$ cat src/rtl/uart_led_cmd_pkg.sv
// Shared types and byte constants for the UART LED command controller.
package uart_cmd_pkg;

  typedef enum logic [1:0] {
    IDLE     = 2'd0,
    GET_DATA = 2'd1,
    GET_MODE = 2'd2,
    REPLY    = 2'd3
  } state_t;

  localparam logic [7:0] OP_W  = 8'h57;
  localparam logic [7:0] OP_M  = 8'h4D;
  localparam logic [7:0] OP_R  = 8'h52;
  localparam logic [7:0] OP_B  = 8'h42;
  localparam logic [7:0] RSP_K = 8'h4B;
  localparam logic [7:0] RSP_Q = 8'h3F;

  localparam logic [1:0] MODE_REG = 2'd0;
  localparam logic [1:0] MODE_CNT = 2'd1;
  localparam logic [1:0] MODE_RX  = 2'd2;

endpackage

$ cat src/rtl/uart_led_cmd_if.sv
// Byte streams between the UART and the command block; slave is the command block side.
interface uart_led_cmd_if;
  logic [7:0] rx_tdata;
  logic       rx_tvalid;
  logic       rx_tready;
  logic [7:0] tx_tdata;
  logic       tx_tvalid;
  logic       tx_tready;

  modport master (
    output rx_tdata, rx_tvalid, tx_tready,
    input  rx_tready, tx_tdata, tx_tvalid
  );

  modport slave (
    input  rx_tdata, rx_tvalid, tx_tready,
    output rx_tready, tx_tdata, tx_tvalid
  );
endinterface

$ cat src/rtl/uart_led_cmd_counter.sv
// Free-running prescaler plus wrapping LED_WIDTH counter; one count per PRESCALE cycles.
module led_prescale_counter #(
  parameter int LED_WIDTH = 8,
  parameter int PRESCALE  = 100_000_000
) (
  input  logic                 clk,
  input  logic                 rst_n,
  output logic [LED_WIDTH-1:0] cnt
);
  localparam int PW = (PRESCALE > 1) ? $clog2(PRESCALE) : 1;

  logic [PW-1:0]        pre_q, pre_d;
  logic [LED_WIDTH-1:0] cnt_q, cnt_d;
  logic                 tick;

  always_comb begin
    tick  = (pre_q == PW'(PRESCALE - 1));
    pre_d = tick ? '0 : pre_q + 1'b1;
    cnt_d = tick ? cnt_q + 1'b1 : cnt_q;
  end

  always_ff @(posedge clk or negedge rst_n) begin
    if (!rst_n) begin
      pre_q <= '0;
      cnt_q <= '0;
    end else begin
      pre_q <= pre_d;
      cnt_q <= cnt_d;
    end
  end

  assign cnt = cnt_q;
endmodule

$ cat src/rtl/uart_led_cmd.sv
// Byte-command controller: host writes/reads LEDs, selects LED source, reads buttons.
// Replies start the cycle after the command's last byte; rx is stalled while a reply drains.
module uart_led_cmd
  import uart_cmd_pkg::*;
#(
  parameter int                   LED_WIDTH      = 8,
  parameter int                   N_BTNS         = 2,
  parameter int                   PRESCALE       = 100_000_000,
  parameter int                   TIMEOUT_CYCLES = 1_000_000,
  parameter logic [LED_WIDTH-1:0] LED_INVERT     = '1
) (
  input  logic                 clk,
  input  logic                 rst_n,
  uart_led_cmd_if.slave        bus,
  input  logic [N_BTNS-1:0]    btn,
  output logic [LED_WIDTH-1:0] leds,
  output logic                 cmd_err
);
  localparam int NBYTES = (LED_WIDTH + 7) / 8;
  localparam int RW     = NBYTES * 8;
  localparam int TW     = $clog2(TIMEOUT_CYCLES + 1);

  state_t               state_q, state_d;
  logic [LED_WIDTH-1:0] led_reg_q, led_reg_d;
  logic [RW-1:0]        wbuf_q, wbuf_d, wfull;
  logic [RW-1:0]        reply_q, reply_d;
  logic [2:0]           rem_q, rem_d;
  logic [1:0]           idx_q, idx_d;
  logic [1:0]           mode_q, mode_d;
  logic [7:0]           last_rx_q, last_rx_d;
  logic [TW-1:0]        tmo_q, tmo_d;
  logic [N_BTNS-1:0]    btn_s1_q, btn_s2_q;
  logic                 cmd_err_q, cmd_err_d;
  logic                 acc, tmo_hit;
  logic [LED_WIDTH-1:0] cnt, src;

  led_prescale_counter #(.LED_WIDTH(LED_WIDTH), .PRESCALE(PRESCALE)) u_cnt (
    .clk   (clk),
    .rst_n (rst_n),
    .cnt   (cnt)
  );

  assign bus.rx_tready = (state_q != REPLY);
  assign bus.tx_tvalid = (state_q == REPLY);
  assign bus.tx_tdata  = reply_q[7:0];
  assign cmd_err       = cmd_err_q;

  always_comb begin
    state_d   = state_q;
    led_reg_d = led_reg_q;
    wbuf_d    = wbuf_q;
    reply_d   = reply_q;
    rem_d     = rem_q;
    idx_d     = idx_q;
    mode_d    = mode_q;
    last_rx_d = last_rx_q;
    tmo_d     = '0;
    cmd_err_d = 1'b0;
    wfull     = wbuf_q;
    acc       = bus.rx_tvalid && bus.rx_tready;
    tmo_hit   = (tmo_q == TW'(TIMEOUT_CYCLES - 1));

    if (acc) last_rx_d = bus.rx_tdata;

    case (state_q)
      IDLE: if (acc) begin
        rem_d = 3'd1;
        case (bus.rx_tdata)
          OP_W: begin state_d = GET_DATA; idx_d = '0; end
          OP_M: state_d = GET_MODE;
          OP_R: begin state_d = REPLY; reply_d = RW'(led_reg_q); rem_d = 3'(NBYTES); end
          OP_B: begin state_d = REPLY; reply_d = RW'(btn_s2_q); end
          default: begin state_d = REPLY; reply_d = RW'(RSP_Q); cmd_err_d = 1'b1; end
        endcase
      end
      GET_DATA: if (acc) begin
        // Bytes collect in wbuf so partial writes never reach the LEDs.
        wfull[idx_q*8 +: 8] = bus.rx_tdata;
        wbuf_d = wfull;
        if (idx_q == 2'(NBYTES - 1)) begin
          led_reg_d = LED_WIDTH'(wfull);
          state_d   = REPLY;
          reply_d   = RW'(RSP_K);
          rem_d     = 3'd1;
        end else begin
          idx_d = idx_q + 1'b1;
        end
      end else if (tmo_hit) begin
        state_d   = IDLE;
        cmd_err_d = 1'b1;
      end else begin
        tmo_d = tmo_q + 1'b1;
      end
      GET_MODE: if (acc) begin
        state_d = REPLY;
        rem_d   = 3'd1;
        if (bus.rx_tdata <= 8'd2) begin
          mode_d  = bus.rx_tdata[1:0];
          reply_d = RW'(RSP_K);
        end else begin
          reply_d   = RW'(RSP_Q);
          cmd_err_d = 1'b1;
        end
      end else if (tmo_hit) begin
        state_d   = IDLE;
        cmd_err_d = 1'b1;
      end else begin
        tmo_d = tmo_q + 1'b1;
      end
      REPLY: if (bus.tx_tready) begin
        reply_d = reply_q >> 8;
        rem_d   = rem_q - 1'b1;
        if (rem_q == 3'd1) state_d = IDLE;
      end
      default: state_d = IDLE;
    endcase

    case (mode_q)
      MODE_REG: src = led_reg_q;
      MODE_RX:  src = LED_WIDTH'(32'(last_rx_q));
      default:  src = cnt;
    endcase
    leds = src ^ LED_INVERT;
  end

  always_ff @(posedge clk or negedge rst_n) begin
    if (!rst_n) begin
      state_q   <= IDLE;
      led_reg_q <= '0;
      wbuf_q    <= '0;
      reply_q   <= '0;
      rem_q     <= '0;
      idx_q     <= '0;
      mode_q    <= MODE_CNT;
      last_rx_q <= '0;
      tmo_q     <= '0;
      btn_s1_q  <= '0;
      btn_s2_q  <= '0;
      cmd_err_q <= 1'b0;
    end else begin
      state_q   <= state_d;
      led_reg_q <= led_reg_d;
      wbuf_q    <= wbuf_d;
      reply_q   <= reply_d;
      rem_q     <= rem_d;
      idx_q     <= idx_d;
      mode_q    <= mode_d;
      last_rx_q <= last_rx_d;
      tmo_q     <= tmo_d;
      btn_s1_q  <= btn;
      btn_s2_q  <= btn_s1_q;
      cmd_err_q <= cmd_err_d;
    end
  end
endmodule

$ cat src/flat_wrapper.sv
// flat-port wrapper written by rule: the top's interface ports become plain ports
module uart_led_cmd_flat import uart_cmd_pkg::*;
#(
  parameter int                   LED_WIDTH      = 8,
  parameter int                   N_BTNS         = 2,
  parameter int                   PRESCALE       = 100_000_000,
  parameter int                   TIMEOUT_CYCLES = 1_000_000,
  parameter logic [LED_WIDTH-1:0] LED_INVERT     = '1
)
  (clk, rst_n, btn, leds, cmd_err, bus_rx_tdata, bus_rx_tvalid, bus_tx_tready, bus_rx_tready, bus_tx_tdata, bus_tx_tvalid);
  uart_led_cmd_if bus_i ();
  input  logic clk;
  input  logic rst_n;
  input  logic [N_BTNS-1:0] btn;
  output logic [LED_WIDTH-1:0] leds;
  output logic cmd_err;
  input wire logic [$bits(bus_i.rx_tdata)-1:0] bus_rx_tdata;
  input wire logic [$bits(bus_i.rx_tvalid)-1:0] bus_rx_tvalid;
  input wire logic [$bits(bus_i.tx_tready)-1:0] bus_tx_tready;
  output wire logic [$bits(bus_i.rx_tready)-1:0] bus_rx_tready;
  output wire logic [$bits(bus_i.tx_tdata)-1:0] bus_tx_tdata;
  output wire logic [$bits(bus_i.tx_tvalid)-1:0] bus_tx_tvalid;
  assign bus_i.rx_tdata = bus_rx_tdata;
  assign bus_i.rx_tvalid = bus_rx_tvalid;
  assign bus_i.tx_tready = bus_tx_tready;
  assign bus_rx_tready = bus_i.rx_tready;
  assign bus_tx_tdata = bus_i.tx_tdata;
  assign bus_tx_tvalid = bus_i.tx_tvalid;
  uart_led_cmd #(.LED_WIDTH(LED_WIDTH), .N_BTNS(N_BTNS), .PRESCALE(PRESCALE), .TIMEOUT_CYCLES(TIMEOUT_CYCLES), .LED_INVERT(LED_INVERT)) u_core (.clk(clk), .rst_n(rst_n), .bus(bus_i), .btn(btn), .leds(leds), .cmd_err(cmd_err));
endmodule
$ cat config.mk
export PLATFORM = sky130hd
export DESIGN_NAME = uart_led_cmd_flat
export DESIGN_NICKNAME = d
export VERILOG_FILES = /design/src/rtl/uart_led_cmd_pkg.sv /design/src/rtl/uart_led_cmd_if.sv /design/src/rtl/uart_led_cmd_counter.sv /design/src/rtl/uart_led_cmd.sv /design/src/flat_wrapper.sv
export SDC_FILE = /design/constraint.sdc
export NUM_CORES = 1
export LEC_CHECK = 0
export CAP_MARGIN = 20
export CORE_MARGIN = 8
export CORE_UTILIZATION = 40
export CTS_BUF_LIST = sky130_fd_sc_hd__clkbuf_16
export CTS_CLUSTER_DIAMETER = 80
export DETAILED_ROUTE_END_ITERATION = 10
export GPL_ROUTABILITY_DRIVEN = 1
export PLACE_DENSITY_LB_ADDON = 0.05
export SLEW_MARGIN = 20
export SYNTH_ARGS = -nofsm -noshare
export SYNTH_HDL_FRONTEND = slang
export SYNTH_HIERARCHICAL = 1
export SYNTH_SLANG_ARGS = --single-unit
$ cat constraint.sdc
create_clock -name clk -period 2.63 [get_ports clk]
set_clock_uncertainty 0.05 [all_clocks]
set_input_delay 0.789 -clock clk [delete_from_list [all_inputs] [get_ports clk]]
set_output_delay 0.789 -clock clk [all_outputs]
set_load 0.01 [all_outputs]
# [Word-level counts from Yosys, hierarchy flattened]
# Cells that the tools add are included.
[classes] addsub=6 order_cmp=1 eq_ne=23 shifts=2 n_mux=40 bitwise_logic=1 reduce_logical=16
[op_table] cell="two-way mux 20 bit" count=3
[op_table] cell="two-way mux 8 bit" count=5
[op_table] cell="negation 5 -> 34 bit" count=1
[op_table] cell="variable shift 8 x 34 -> 8 bit, first input constant" count=1
[op_table] cell="indexed part select 8 x 34 -> 8 bit" count=1
[op_table] cell="== test 8 x 7 -> 1 bit, second input constant" count=4
[op_table] cell="one-hot mux 8 bit (4 select lines)" count=1
[op_table] cell="adder 27 x 1 -> 27 bit, second input constant" count=1
[op_table] cell="== test 27 bit, second input constant" count=1
[op_table] cell="two-way mux 27 bit" count=1
[op_table] cell="one-hot mux 8 bit (3 select lines)" count=1
[op_table] cell="two-way mux 2 bit" count=11
[op_table] cell="adder 20 x 1 -> 20 bit, second input constant" count=1
[op_table] cell="== test 20 bit, second input constant" count=1
[op_table] cell="one-hot mux 8 bit (2 select lines)" count=1
[op_table] cell="two-way mux 3 bit" count=4
[op_table] cell="!= test 2 x 1 -> 1 bit, second input constant" count=6
[op_table] cell="!= test 2 bit, second input constant" count=5
[op_table] cell="one-hot mux 3 bit (3 select lines)" count=1
[op_table] cell="adder 8 x 1 -> 8 bit, second input constant" count=1
[op_table] cell="bitwise mux 8 bit" count=1
[op_table] cell="<= comparator 8 x 2 -> 1 bit, second input constant" count=1
[op_table] cell="NOT 8 bit" count=1
[op_table] cell="one-hot mux 2 bit (2 select lines)" count=2
[op_table] cell="other kinds (20)" count=33
[word_totals] ff_bits=101 output_inout_bits=19 wordCells=103

# [Depth between registers and ports, before layout]
# Gate-level depths: netlist of run 1.
[logic_depth] ltp_word=5 depth_mapped=7 ltp_nobuf=6

# [By module]
# Netlist of run 1, hierarchy kept.
[modules_own_cells] mod="uart_led_cmd" n_inst=1 cells_per_inst=362 area_per_inst_um2=3492.1
[modules_own_cells] mod="led_prescale_counter" n_inst=1 cells_per_inst=147 area_per_inst_um2=1651.6

# [Worst setup path after synthesis of run 1]
# Ideal clock, no wire load.
[synth_timing] path_type="input -> register" from="input port bus_rx_tdata[0]" to="register u_core.reply_q[0] (netlist: u_core/bus.tx_tdata[0])" arrival_time_ns=2.209 t_required_ns=2.455 slack_ns=0.247 cell_stages=5 cell_sequence="clkbuf_1 > nor4b_1 > and4_1 > a21oi_1 > mux2_2"
[synth_via] elab_chain_len=5 word_cells_on_any_way=10 classes_between="eq/ne: 5; mux: 3; reduce/logical: 2"
[synth_lines] element="start: declaration" line="flat_wrapper.sv:17" source="input wire logic [$bits(bus_i.rx_tdata)-1:0] bus_rx_tdata;"
[synth_lines] element="== test 8 x 7 -> 1 bit" line="uart_led_cmd.sv:68" source="case (bus.rx_tdata)"
[synth_lines] element="OR reduction 2 bit (no line)"
[synth_lines] element="one-hot mux 8 bit (3 select lines)" line="uart_led_cmd.sv:68"
[synth_lines] element="two-way mux 8 bit" line="uart_led_cmd.sv:66" source="IDLE: if (acc) begin"
[synth_lines] element="one-hot mux 8 bit (4 select lines)" line="uart_led_cmd.sv:65" source="case (state_q)"
[synth_lines] element="end signal: assignment" line="uart_led_cmd.sv:144" source="reply_q <= reply_d;"
[synth_lines] element="end: declaration" line="uart_led_cmd.sv:26" source="logic [RW-1:0] reply_q, reply_d;"
# Parallel ways exist; a longest one is shown, timed or not. The select of a mux whose other input is x is not followed.
# A chain may end at the register's enable or synchronous reset.

# [Worst setup path in the final report of run 1]
[layout_timing] from="register u_core.mode_q[1]" to="output port leds[5]"
[layout_via] elab_chain_len=3 word_cells_on_any_way=4 classes_between="eq/ne: 1; mux: 1; bitwise: 1; reduce/logical: 1"
[layout_lines] element="start: declaration" line="uart_led_cmd.sv:29" source="logic [1:0] mode_q, mode_d;"
[layout_lines] element="start signal: assignment" line="uart_led_cmd.sv:147" source="mode_q <= mode_d;"
[layout_lines] element="== test 2 bit or logical NOT 2 bit (tied branches)" line="uart_led_cmd.sv:118" source="case (mode_q)"
[layout_lines] element="one-hot mux 8 bit (2 select lines) *" line="uart_led_cmd.sv:118"
[layout_lines] element="NOT 8 bit (no line) *"
[layout_lines] element="end: declaration" line="flat_wrapper.sv:15" source="output logic [LED_WIDTH-1:0] leds;"
# Mark *: on every way between the ends. The rest lies on a longest branch, timed or not.

==> results of run 1 <==
[final cells by class]
class	count	share of cell area (%)
well taps	172	3.50
inverters	16	0.978
clock inverters	7	0.448
repair buffers	68	9.90
clock buffers	9	3.67
flip-flops and latches	101	41.2
multi-input cells	376	40.3
[routing by layer]
metal | track usage [%] | vias up | share of wire (%)
met2 | 23.3 | 57 | 46
met1 | 20.7 | 1930 | 50
met5 | 0 | - | 0
met4 | 3.52 | 0 | 0.66
met3 | 4.52 | 6 | 3.3
li1 | - | 1946 | -
[placed cells by master, fill, tap and decap left out, types with 3 or more instances in the layout]
cell type | netlist | layout
sky130_fd_sc_hd__nand3b_1 | 6 | 6
sky130_fd_sc_hd__nor2_1 | 40 | 40
sky130_fd_sc_hd__nand4_1 | 20 | 20
sky130_fd_sc_hd__nand2_1 | 53 | 53
sky130_fd_sc_hd__mux2_2 | 10 | 10
sky130_fd_sc_hd__nor4_4 | 3 | 3
sky130_fd_sc_hd__and3_1 | 10 | 10
sky130_fd_sc_hd__or2_2 | 3 | 3
sky130_fd_sc_hd__nand3_1 | 34 | 34
sky130_fd_sc_hd__and4_1 | 5 | 5
sky130_fd_sc_hd__or3_1 | 7 | 7
sky130_fd_sc_hd__nor2b_1 | 11 | 11
sky130_fd_sc_hd__o21ai_1 | 5 | 5
sky130_fd_sc_hd__o31ai_1 | 6 | 6
sky130_fd_sc_hd__clkinv_1 | 0 | 3
sky130_fd_sc_hd__xnor2_1 | 20 | 20
sky130_fd_sc_hd__nor4_1 | 5 | 5
sky130_fd_sc_hd__nor3_1 | 3 | 3
sky130_fd_sc_hd__o21ai_0 | 15 | 15
sky130_fd_sc_hd__ha_1 | 12 | 12
sky130_fd_sc_hd__clkdlybuf4s50_1 | 0 | 22
sky130_fd_sc_hd__and2_1 | 3 | 3
sky130_fd_sc_hd__dfrtp_1 | 100 | 99
sky130_fd_sc_hd__a22o_1 | 9 | 9
sky130_fd_sc_hd__mux2i_1 | 12 | 12
sky130_fd_sc_hd__xor2_1 | 14 | 14
sky130_fd_sc_hd__or4_1 | 5 | 5
sky130_fd_sc_hd__a21oi_1 | 28 | 28
sky130_fd_sc_hd__dlygate4sd2_1 | 0 | 8
sky130_fd_sc_hd__clkbuf_16 | 0 | 9
sky130_fd_sc_hd__buf_4 | 0 | 34
sky130_fd_sc_hd__inv_1 | 16 | 19
[metrics by stage]
stage / utilization, % / std cells / total power (W) / setup TNS (ps) / cell area (sq um)
6_report: 48.9 / 749 / 0.00524 / 0 / 6140
5_1_grt: 48.9 / 749 / 0.00564 / 0 / 6140
4_1_cts: 48.9 / 749 / 0.00533 / 0 / 6140
3_5_place_dp: 46.7 / 729 / 0.00416 / -2030 / 5860
3_3_place_gp: 46.7 / 729 / 0.00415 / -1940 / 5860
2_1_floorplan: - / 509 / 0.00325 / 0 / 5140
[state kept, by name, indices dropped and copies added (netlist names)]
signal / flops
u_core/wbuf_q: 8
u_core/tmo_q: 20
u_core/led_reg_q: 8
u_core/u_cnt/pre_q: 27
u_core/state_q: 2
u_core/last_rx_q: 8
u_core/u_cnt/cnt: 8
u_core/mode_q: 2
u_core/rem_q: 3
u_core/bus.tx_tdata: 8
u_core/cmd_err: 1
u_core/btn_s2_q: 2
u_core/btn_s1_q: 2
u_core/idx_q: 2
[critical path, stage by stage, from the launching register on]
cell	delay (ps)
sky130_fd_sc_hd__dfrtp_2	400
sky130_fd_sc_hd__clkdlybuf4s18_2	260
sky130_fd_sc_hd__mux2i_1	170
sky130_fd_sc_hd__nor2_1	60
sky130_fd_sc_hd__a21oi_1	110
sky130_fd_sc_hd__dlygate4sd2_1	280
[report_power, final]
group	switching (W)	internal, W	total (W)
clock network	0.000552	0.000620	0.00117
logic	0.00105	0.000981	0.00203
registers	0.000198	0.00184	0.00204
total	0.00180	0.00344	0.00524
[worst max-delay path by stage]
stage	from	endpoint	slack (ps)	depth (start not counted)
final	u_core/mode_q[1]	leds[5]	160	5
after detailed placement	bus_rx_tdata[3]	u_core/bus.tx_tdata[5]	-170	6
after floorplan	bus_rx_tdata[0]	u_core/bus.tx_tdata[0]	250	5
after global placement	bus_rx_tdata[3]	u_core/mode_q[1]	-180	6
after CTS	u_core/state_q[0]	bus_rx_tready	40	3
after global routing	u_core/mode_q[1]	leds[1]	40	5
[cell families after synthesis]
| group | Yosys count | share of synthesized area, % |
|---|---|---|
| adders and majority gates | 12 | 2.92 |
| buffers and inverters | 32 | 2.68 |
| and+or+nand+nor | 226 | 24.3 |
| AOI/OAI and AO/OA | 78 | 9.61 |
| xor gates and xnor gates | 36 | 6.42 |
| DFF | 101 | 49.2 |
| muxes | 24 | 4.96 |
[what timing repair did]
action | CTS | global route
setup buffers | 4 | 0
resized for setup | 9 | 1
endpoints found under the setup margin | 8 | 1
==> summary.md, run 1 <==
| Metric | Value |
|---|---|
| Post-layout net count | `598` |
| H-tree Lvls | `3` |
| Pre-CTS WS | `-174 ps` |
| Worst Tran Pin Value | `689 ps` |
| Antenna-violating nets left | `0` |
| CTS root buf | `sky130_fd_sc_hd__clkbuf_16` |
| Number of library cell types mapped by synthesis | `59` |
| Flop-to-flop setup slack | `280 ps` |
| Effective utilization at floorplan | `between 40% and 50%` |
| Setup crit end kind | `primary output` |
| Number of top-level pins | `33` |
| Total of fill cells in the finished design | `1214` |
| Reg-to-Reg End | `u_core/bus.tx_tdata[5]` |
| Placed wire-length estimate | `8640 um` |
| Detailed-routing iteration count for the pre-antenna-repair pass | `4` |
| Clock buffer depth | `2` |
| Layout overhead on the synthesized area | `19.4%` |
| Die boundary height | `129 um` |
| Critical path startpoint category | `flop` |
| Core footprint | `12600 sq um` |
| Highest clock frequency the design can meet | `0.406 GHz` |
| Tightest hold margin | `262 ps` |
| # rows | `41` |
| Area enclosed by the die boundary | `about 17000 sq um` |
| Pwr Density | `854 nW/um^2` |
| Global-route wire length before repair | `20100 um` |
| Cell area after synthesis | `5140 sq um` |
| Final-report max-slew violation count | `0` |
| Total congestion overflow | `0` |
| Clock-pin slew of the registers on the worst-case setup and hold paths | `~70 ps` |
| Mean routed wirelength per cell | `15.7 um` |
| Area occupied by registers | `about 2500 sq um` |
| DRC violations left | `0` |
| Most numerous cell in the Yosys netlist | `sky130_fd_sc_hd__dfrtp_1` |
| Run status | `complete, no violations` |
| TritonCTS clock tree | `yes` |
| Vias post-DR | `just under 4000` |
| Total of flip-flops plus latches after synthesis | `101` |
| Area occupied by multi-input gates | `between 2000 and 2500 sq um` |
| Launch point of the worst reg-to-reg path | `u_core/state_q[0]` |
| Synth top area cells | `sky130_fd_sc_hd__dfrtp_1 (49%), sky130_fd_sc_hd__nand2_1 (3.9%), sky130_fd_sc_hd__xnor2_1 (3.4%), sky130_fd_sc_hd__nand3_1 (3.3%), sky130_fd_sc_hd__ha_1 (2.9%)` |
| Vias in the first global route | `3927` |
| Number of port buffers | `32` |
| Leading area contributor after synthesis | `sky130_fd_sc_hd__dfrtp_1` |
| Detailed-route wire length | `11800 um` |
| YS warnings | `6` |
| Most frequent cells after synthesis | `sky130_fd_sc_hd__dfrtp_1 (100), sky130_fd_sc_hd__nand2_1 (53), sky130_fd_sc_hd__nor2_1 (40), sky130_fd_sc_hd__nand3_1 (34), sky130_fd_sc_hd__a21oi_1 (28)` |
| Initial antenna violation count | `0` |
| Final setup fails | `0` |
| Number of nets produced by synthesis | `535` |
| Worst min-delay path category | `primary input to async pin` |
| Setup repair after global routing missed its margin | `false` |
| Yosys top cell area share | `48.6%` |
| Post-detailed-route via-to-cell ratio | `5.26` |
| Cts bufs inserted | `9` |
| Setup CP Type | `flop to primary output` |
| Worst path required time | `1790 ps` |
| Async S/R FF share, synth | `100%` |
| Number of hold-slack violations in the final timing report | `0` |
| Post-CTS Hold Buffers | `0` |
| P_leak | `~2.7 nW` |
| Reg2Reg Depth | `6` |
| Clk sink count | `just over 100` |
| Number of enable-type register cells in the synthesized netlist | `0` |
| Placer Congestion | `0.826` |
| Critical path arrival | `1630 ps` |
| Fraction of final layout cells sized beyond drive strength 1 | `14.0%` |
| Global-route usage over all layers | `15.2%` |
| Final antenna diode count | `0` |
| Clock network latency to the later pin of the worst-skew pair | `approximately 350 ps` |
| Top FF cell, synth | `sky130_fd_sc_hd__dfrtp_1` |
| Peak fanout along the critical path | `4` |
| Maximum resistive drop on vdd | `0.000428 V` |
| Number of DRC violations after detailed-routing iteration 0 | `247` |
| Tcrit/Tclk final | `93.7%` |
| Register area share after synthesis | `49.2%` |
| Width of the die | `129 um` |
| Cells after Synth | `roughly 500` |
| Period minus WS final | `2470 ps` |
| Setup slack of the critical path after layout | `165 ps` |
| Maximum number of pins on one net before global-route repair | `45` |
| Max-cap violations | `0` |
| Syn avg cell area | `10.1 sq um` |
| Relative slew margins | `around 54%` |
(Power assumes the default switching activity.)
==> inputs of run 2 (changes only) <==
Clock period 2.63 ns to 2.46 ns, I/O delays scaled along.
==> summary.md, run 2 (synthesis results as in run 1) <==
| Metric | Value |
|---|---|
| Flop-to-flop setup slack | `100 ps (was 280 ps)` |
| Final antenna diode count | `0 (unchanged)` |
| Number of DRC violations after detailed-routing iteration 0 | `286 (was 247)` |
| Overall power consumption | `0.00581 W (was 0.00524 W)` |
| Setup CP Type | `primary input to flop (was flop to primary output)` |
| Final-report max-slew violation count | `0 (unchanged)` |
| Clock-pin slew of the registers on the worst-case setup and hold paths | `70 ps (about the same)` |
| P_sw | `0.00199 W (was 0.00180 W)` |
| Highest clock frequency the design can meet | `around 0.42 GHz` |
| Met3 Resource Use GR | `4.56% (was 4.52%)` |
| Fraction of final layout cells sized beyond drive strength 1 | `17.3% (was 14.0%)` |
| Max-cap violations | `0 (unchanged)` |
| Maximum resistive drop on vdd | `0.000492 V (was 0.000428 V)` |
| Vias post-DR | `3930 (was 3939)` |
| Global-route wire length before repair | `20800 um (was 20100 um)` |
| Commonest non-fill, non-tap cells in the layout | `sky130_fd_sc_hd__dfrtp_1 (99), sky130_fd_sc_hd__nand2_1 (53), sky130_fd_sc_hd__buf_4 (40), sky130_fd_sc_hd__nor2_1 (40), sky130_fd_sc_hd__nand3_1 (34) (was sky130_fd_sc_hd__dfrtp_1 (99), sky130_fd_sc_hd__nand2_1 (53), sky130_fd_sc_hd__nor2_1 (40))` |
| Ordered list of cells on the worst path | `clkdlybuf4s50_1 -> or3b_2 -> o31ai_1 -> buf_4 -> o2111ai_1 -> mux2i_1 (was clkdlybuf4s18_2 -> mux2i_1 -> nor2_1 -> a21oi_1 -> dlygate4sd2_1)` |
| Final setup fails | `0 (unchanged)` |
| Launch point of the worst reg-to-reg path | `u_core/tmo_q[13] (was u_core/state_q[0])` |
| Setup slack of the critical path after layout | `81.4 ps (was 165 ps)` |
| Detailed-route wire length | `12100 um (was 11800 um)` |
| Global-route usage over all layers | `15.8% (was 15.2%)` |
| Effective utilization at floorplan | `40.9% (unchanged)` |
| Clk sink count | `101 (unchanged)` |
| Post-detailed-route via-to-cell ratio | `5.20 (was 5.26)` |
| Sw frac | `34.3% (was 34.4%)` |
| Critical path arrival | `2550 ps (was 1630 ps)` |
| Area enclosed by the die boundary | `16700 sq um (unchanged)` |
| Placer Congestion | `0.814 (was 0.826)` |
| Crit path buf inv count | `2 (unchanged)` |
| Total of fill cells in the finished design | `1182 (was 1214)` |
| TritonCTS clock tree | `yes (unchanged)` |
| Slowest cell on crit path | `sky130_fd_sc_hd__clkdlybuf4s50_1 (was sky130_fd_sc_hd__dfrtp_2)` |
| Largest registers | `u_core/u_cnt/pre_q: 27 flops, u_core/tmo_q: 20 flops (unchanged)` |
| Max reg flops | `27 (unchanged)` |
| Setup crit end kind | `flop (was primary output)` |
| Area occupied by multi-input gates | `2490 sq um (was 2480 sq um)` |
| Pwr Density | `930 nW/um^2 (was 854 nW/um^2)` |
| Worst path required time | `2630 ps (was 1790 ps)` |
| Layout overhead on the synthesized area | `21.3% (was 19.4%)` |
| CP peak stage delay | `550 ps (was 400 ps)` |
| Worst min-delay path category | `primary input to async pin (unchanged)` |
| Worst Tran Pin Value | `520 ps (was 689 ps)` |
| Run status | `complete, no violations (unchanged)` |
| GR Layer Usage met2 | `23.1% (was 23.3%)` |
| Die boundary height | `129 um (unchanged)` |
| Detailed-routing iteration count for the pre-antenna-repair pass | `5 (was 4)` |
| Mean routed wirelength per cell | `16.0 um (was 15.7 um)` |
| Area occupied by registers | `2530 sq um (unchanged)` |
| Power Internal | `0.00381 W (was 0.00344 W)` |
| Gate power share | `38.6% (was 38.8%)` |
| Total congestion overflow | `0 (unchanged)` |
| Number of top-level pins | `33 (unchanged)` |
| CTS root buf | `sky130_fd_sc_hd__clkbuf_16 (unchanged)` |
| Critical path startpoint category | `primary input (was flop)` |
| Clock network fraction of design power | `23.9% (was 22.4%)` |
| Relative slew margins | `65.1% (was 53.8%)` |
| Peak fanout along the critical path | `4 (unchanged)` |
| Antenna-violating nets left | `0 (unchanged)` |
| Post-layout net count | `605 (was 598)` |
| Tightest hold margin | `259 ps (was 262 ps)` |
| Final cell count without fillers | `756 (was 749)` |
| Period minus WS final | `2380 ps` |
| Most utilized layer in the global route result | `met2 (unchanged)` |
| # rows | `41 (unchanged)` |
| DP Cell Count | `735 (was 729)` |
| Tcrit/Tclk final | `a little over nine tenths` |
| H-tree Lvls | `3 (unchanged)` |
| Width of the die | `129 um (unchanged)` |
| Pre-CTS WS | `-321 ps (was -174 ps)` |
| Vias in the first global route | `3986 (was 3927)` |
| Part of the power in registers | `37.5% (was 38.9%)` |
| Maximum number of pins on one net before global-route repair | `41 (was 45)` |
| Placed wire-length estimate | `8620 um (was 8640 um)` |
| Reg-to-Reg End | `u_core/state_q[1] (was u_core/bus.tx_tdata[5])` |
| Most frequent standard cell in the layout excluding fill and tap cells | `sky130_fd_sc_hd__dfrtp_1 (unchanged)` |
| Reg2Reg Depth | `4 (was 6)` |
| DRC violations left | `0 (unchanged)` |
| Core footprint | `12600 sq um (unchanged)` |
| Clock network latency to the later pin of the worst-skew pair | `350 ps (about the same)` |
| Initial antenna violation count | `0 (unchanged)` |
| Number of hold-slack violations in the final timing report | `0 (unchanged)` |
| Clock buffer depth | `2 (unchanged)` |
| Cts bufs inserted | `9 (unchanged)` |
| Register with the most flip-flops | `u_core/u_cnt/pre_q (unchanged)` |
| Number of port buffers | `32 (unchanged)` |
| P_leak | `2.75 nW (was 2.70 nW)` |
| Dominant delay contributor by cell family on the critical path | `buffers and inverters (unchanged)` |
| Met1 usage | `22.0% (was 20.7%)` |
| Setup repair after global routing missed its margin | `false (unchanged)` |
## run 2: cell types whose count changed in the layout (fill, tap and decap cells not counted), moves of 2 or more
cell,before,now
sky130_fd_sc_hd__inv_1,19,16
sky130_fd_sc_hd__buf_2,0,5
sky130_fd_sc_hd__buf_4,34,40
sky130_fd_sc_hd__dlygate4sd2_1,8,3
sky130_fd_sc_hd__buf_12,2,4
## run 2: metal layers
| layer | part of all wire [%] | wire [um] | vias to the layer above |
|---|---|---|---|
| li1 | - | - | 1955 |
| met1 | 50 | 6010 | 1906 |
| met2 | 45 | 5420 | 57 |
| met3 | 4.2 | 503 | 12 |
| met4 | 1.3 | 162 | 0 |
| met5 | 0 | 0 | - |
## run 2: stage by stage
| step | cell area [sq um] | setup TNS (ps) | utilization, % |
|---|---|---|---|
| 6_report | 6240 | 0 | 49.7 |
| 4_1_cts | 6220 | 0 | 49.5 |
| 5_1_grt | 6240 | 0 | 49.7 |
| 2_1_floorplan | 5140 | 0 | - |
| 3_3_place_gp | 5930 | -4110 | 47.2 |
| 3_5_place_dp | 5930 | -4230 | 47.2 |
## run 2: power by group through the flow
stage / clock (W) / sequential (W) / combinational (W)
finish: 0.00139 / 0.00218 / 0.00224
global route: 0.00151 / 0.00222 / 0.00250
CTS: 0.00144 / 0.00218 / 0.00225
detailed placement: 0 / 0.00221 / 0.00228
global placement: 0 / 0.00220 / 0.00227
floorplan: 0 / 0.00216 / 0.00132
## run 2: layout make-up
type                    instances  area share [%]
clock inverters                 7           0.942
repair buffers                 75            10.5
well taps                     172            3.45
inverters                      16           0.962
clock buffers                   9            3.61
flip-flops and latches        101            40.5
multi-input cells             376            40.0
## run 2: worst max-delay path by stage
stage                     start                     end  slack [ps]  depth (start not counted)
5_1_grt         bus_rx_tdata[6]         u_core/idx_q[1]         0.1                          6
6_report        bus_rx_tdata[6]         u_core/idx_q[1]          80                          6
2_1_floorplan   bus_rx_tdata[0]  u_core/bus.tx_tdata[0]         130                          5
3_5_place_dp    bus_rx_tdata[3]  u_core/bus.tx_tdata[1]        -320                          6
4_1_cts        u_core/mode_q[1]                 leds[7]          10                          6
3_3_place_gp    bus_rx_tdata[3]        u_core/mode_q[1]        -340                          6
## run 2: repair_timing
item / CTS / global route
gates resized for setup: 27 / 5
hold buffers: 0 / 0
cloned: 0 / 0
endpoints found under the setup margin: 9 / 10
buffers inserted: 3 / 2
## run 2: worst reg2reg max path, delay by kind of cell, from the launching register on
family / cells / cell delay [ps]
compound gates: 1 / 420
flops: 1 / 420
mux: 1 / 330
simple gates: 2 / 1010
